File: config.mk
export PLATFORM = sky130hd
export DESIGN_NAME = ttl_counter_sync
export DESIGN_NICKNAME = d
export VERILOG_FILES = /design/src/rtl/ttl_counter_sync.sv
export SDC_FILE = /design/constraint.sdc
export NUM_CORES = 1
export LEC_CHECK = 0
export CORE_AREA = 3 3 40 42
export DETAILED_ROUTE_END_ITERATION = 16
export DIE_AREA = 0 0 43 45
export HOLD_SLACK_MARGIN = 0.15
export PLACE_DENSITY_LB_ADDON = 0.25
export SYNTH_ARGS = -nofsm -noshare
export SYNTH_HDL_FRONTEND = slang
export SYNTH_SLANG_ARGS = --single-unit
File: constraint.sdc
create_clock -name Clk -period 4.53 [get_ports Clk]
set_input_delay 1.1325 -clock Clk [delete_from_list [all_inputs] [get_ports Clk]]
set_output_delay 1.1325 -clock Clk [all_outputs]
set_load 0.03 [all_outputs]
File: src/rtl/ttl_counter_sync.sv
// Parametrised synchronous up/down counter advanced by rising edges of the Cen strobe.
// Supports arbitrary modulus, clear/load, cascading through RCO->ENT, and a registered wrap pulse.
module ttl_counter_sync #(
  parameter int WIDTH       = 4,
  parameter int MODULO      = 16,
  parameter int RESET_VALUE = 0
) (
  input  logic             Clk,
  input  logic             Reset,
  input  logic             Cen,
  input  logic             Clear_bar,
  input  logic             Load_bar,
  input  logic             ENT,
  input  logic             ENP,
  input  logic             UpDn,
  input  logic [WIDTH-1:0] D,
  output logic [WIDTH-1:0] Q,
  output logic             RCO,
  output logic             TC_pulse
);

  localparam logic [WIDTH-1:0] TOP = WIDTH'(MODULO - 1);
  localparam logic [WIDTH-1:0] RST = WIDTH'(RESET_VALUE);

  // Power-up state matches the reset state; last_cen starts high so a held Cen cannot tick.
  logic             last_cen = 1'b1;
  logic [WIDTH-1:0] count    = RST;
  logic             tc_reg   = 1'b0;

  logic             tick;
  logic             at_top;
  logic             at_zero;
  logic             wrap;
  logic             step;
  logic [WIDTH-1:0] next_count;

  always_comb begin
    tick    = Cen & ~last_cen;
    at_top  = (count == TOP);
    at_zero = (count == '0);
    wrap    = UpDn ? at_top : at_zero;
    step    = tick & Clear_bar & Load_bar & ENT & ENP;
  end

  // Out-of-range values never match TOP, so they simply increment until the width wraps to 0.
  always_comb begin
    next_count = count;
    if (tick) begin
      if (!Clear_bar) begin
        next_count = '0;
      end else if (!Load_bar) begin
        next_count = D;
      end else if (ENT && ENP) begin
        if (UpDn) begin
          next_count = at_top ? '0 : count + 1'b1;
        end else begin
          next_count = at_zero ? TOP : count - 1'b1;
        end
      end
    end
  end

  always_ff @(posedge Clk) begin
    if (Reset) begin
      last_cen <= 1'b1;
      count    <= RST;
      tc_reg   <= 1'b0;
    end else begin
      last_cen <= Cen;
      count    <= next_count;
      tc_reg   <= step & wrap;
    end
  end

  assign Q        = count;
  assign RCO      = ENT & wrap;
  assign TC_pulse = tc_reg;

endmodule

==> flow_summary.toml <==
[grt]
grt_overflow = 0
antenna_found_initial = 0
grt_use_total = 0.122
grt_max_degree = 10
grt_pass1_wl_um = 1740
grt_pass1_vias = 399

[clocking]
cts_sinks = 6
clk-insertion-delay-late_ps = 240
htreeDepth = 1
ctsHoldBuffers = 0
path_clk_slew_ps = 50
post_cts_resized = 0
cts_buffer_depth = 2
cts_tree = "built"
cts_setup_buffers = 0
clockRootBuffer = "clkbuf_4"
cts_buffers = 3

[yosys]
syn_inst = 57
synth_warnings = 0
synthesis.nets = 72
syn_area_per_cell_um2 = 7.99
syn_area_um2 = 455
seq_area_frac_synth = 0.264
ys_ff_latch = 6
yosysUniqueCellTypes = 27

[drt]
wire_per_inst_um = 12.7
drc_errors = 0
wl_met3_um = 73
routed_wirelength_um = 1130
vias_per_cell = 5.39
drt-met1-wl_um = 504
drt_iter0_drc = 9
ant_nets = 0
dr.pass1.iters = 4
vias = 480
routed.top_layer = "met4"
dr_wl_met2_um = 533

[timing]
slew_headroom = 0.774
hold_viol = 0
finalClockSkew_ps = 3.62
setup_violations = 0
tightest_slew_ps = 335
fin_tns_setup_ps = 0
final.period_utilization = 0.897
post-route-min-period_ps = 4060
fin_ws_ps = 466
finalMaxSlewViolations = 0
rsz0062_at_grt = "no"
clock.fmax_ghz = 0.246

[setup_path]
regToRegSetupSlack_ps = 2840
max_stage_delay_ps = 660
slowest_stage = "clkdlybuf4s50_1"
crit_cells = 4
cp.required_ps = 3400
worst-setup-path-type = "in2out"
critPathCaptureType = "output port"
crit_arrival_ps = 2930
reg2regPathDepth = 6
crit_fanout = 8
crit_family = "buffers and inverters"
endpoint = "RCO"
cp-start-kind = "primary input"
path_buf_inv = 2
rr_startpoint = "Q[0]"
cp-startpoint = "UpDn"
cpMostUsedCell = "clkdlybuf4s50_1"
path_cells = "clkdlybuf4s50_1 -> o32ai_1 -> and2_2 -> clkdlybuf4s50_1"
rr_endpoint = "Q[1]"

[min_path]
hold_path_class = "reg2reg"

[place]
hpwl_um = 863
dpl_worst_slack_ps = 463
placed_cells = 86
port_buffers = 17
routabilityCongestion = 0.653

[die]
die_w_um = 43
io_pins = 18
num_rows = 13
core_um2 = 1280
start_util = 0.354
dieArea_um2 = 1940
fp.dieH_um = 45

[cells_and_area]
finalNonFillerCells = 89
layout_commonest_cell = "clkdlybuf4s50_1"
drive_above_1_share = 0.0811
nets = 91
area_delta_synth_final_pct = 43.4
antenna_cells = 0
layout_common_cells = "clkdlybuf4s50_1 (17), dfxtp_1 (6), inv_1 (6), nand2_1 (6), a21oi_1 (4)"

[power_and_ir_drop]
p_leak_nw = 0.250
ir_drop_v = 0.000108
power_uw = 137
p_per_area_nw_per_um2 = 210

[outcome]
outcome = "finished clean"

[job]
cap_viol_max_count = 0
## cell type report
cell class	count	area [um2]
clock buffers	3	22.5
fillers	140	632
repair buffers	17	170
well taps	15	18.8
inverters	6	22.5
flip-flops and latches	6	120
multi-input cells	42	299
## cells in the mapped netlist, drive strengths merged
library cell	number	share of area
and2	1	0.016
nand3	2	0.022
nor4b	3	0.058
and3	2	0.027
inv	6	0.049
a221o	1	0.022
o21ai	3	0.033
o21bai	1	0.016
nand2b	2	0.027
xnor2	1	0.019
o32ai	1	0.019
nand2	6	0.049
mux2i	1	0.022
a21oi	4	0.044
nand4b	1	0.019
buf	2	0.022
clkbuf	1	0.0082
dfxtp	6	0.26
o221ai	1	0.019
a311o	1	0.025
o311ai	1	0.019
nor2	3	0.025
a32o	1	0.022
or3b	1	0.019
ha	3	0.082
or3	1	0.014
o41ai	1	0.036
## sequential cells by signal, indices dropped and copies added (netlist names)
| name | cells |
|---|---|
| TC_pulse | 1 |
| Q | 4 |
| last_cen | 1 |
## tightest hold or removal path: cells and delay by family (launching register included)
family        cells  cell delay, ps
flops             1             320
simple gates      2             150
## through the flow
step	instance area [um2]	util	hold WS, ps
global route	653	0.508	544
floorplan	455	-	486
CTS	653	0.508	520
detailed placement	631	0.491	511
global placement	631	0.491	509
finish	653	0.508	519
## worst min path at each step
stage,startpoint,slack (ps),endpoint,depth (start not counted)
after floorplan,last_cen,490,TC_pulse,2
after global placement,last_cen,510,TC_pulse,2
after detailed placement,last_cen,510,TC_pulse,2
after CTS,last_cen,520,TC_pulse,2
after global routing,last_cen,540,TC_pulse,2
final,last_cen,520,TC_pulse,2
## per-layer routing
metal | up-vias | global-route usage
met2 | 15 | 0.192
li1 | 245 | -
met4 | 0 | 0.0542
met5 | - | 0
met3 | 2 | 0.0598
met1 | 218 | 0.142
## cell families (layout without fill, tap and decap cells)
kind of cell / Yosys count / in the layout / synth area share
AO/OA/AOI/OAI: 15 / 15 / 0.256
multiplexers: 1 / 1 / 0.0220
AND/OR/NAND/NOR: 22 / 22 / 0.277
buffers and inverters: 9 / 26 / 0.0797
flip-flops: 6 / 6 / 0.264
XOR/XNOR: 1 / 1 / 0.0192
adder cells (fa/ha/maj): 3 / 3 / 0.0824
## where the power goes
| group | switching [mW] | internal [mW] |
|---|---|---|
| sequential | 0.00187 | 0.0543 |
| clock | 0.0194 | 0.0300 |
| combinational | 0.0143 | 0.0174 |
| total | 0.0355 | 0.102 |
Power figures use the tool's default switching activity.
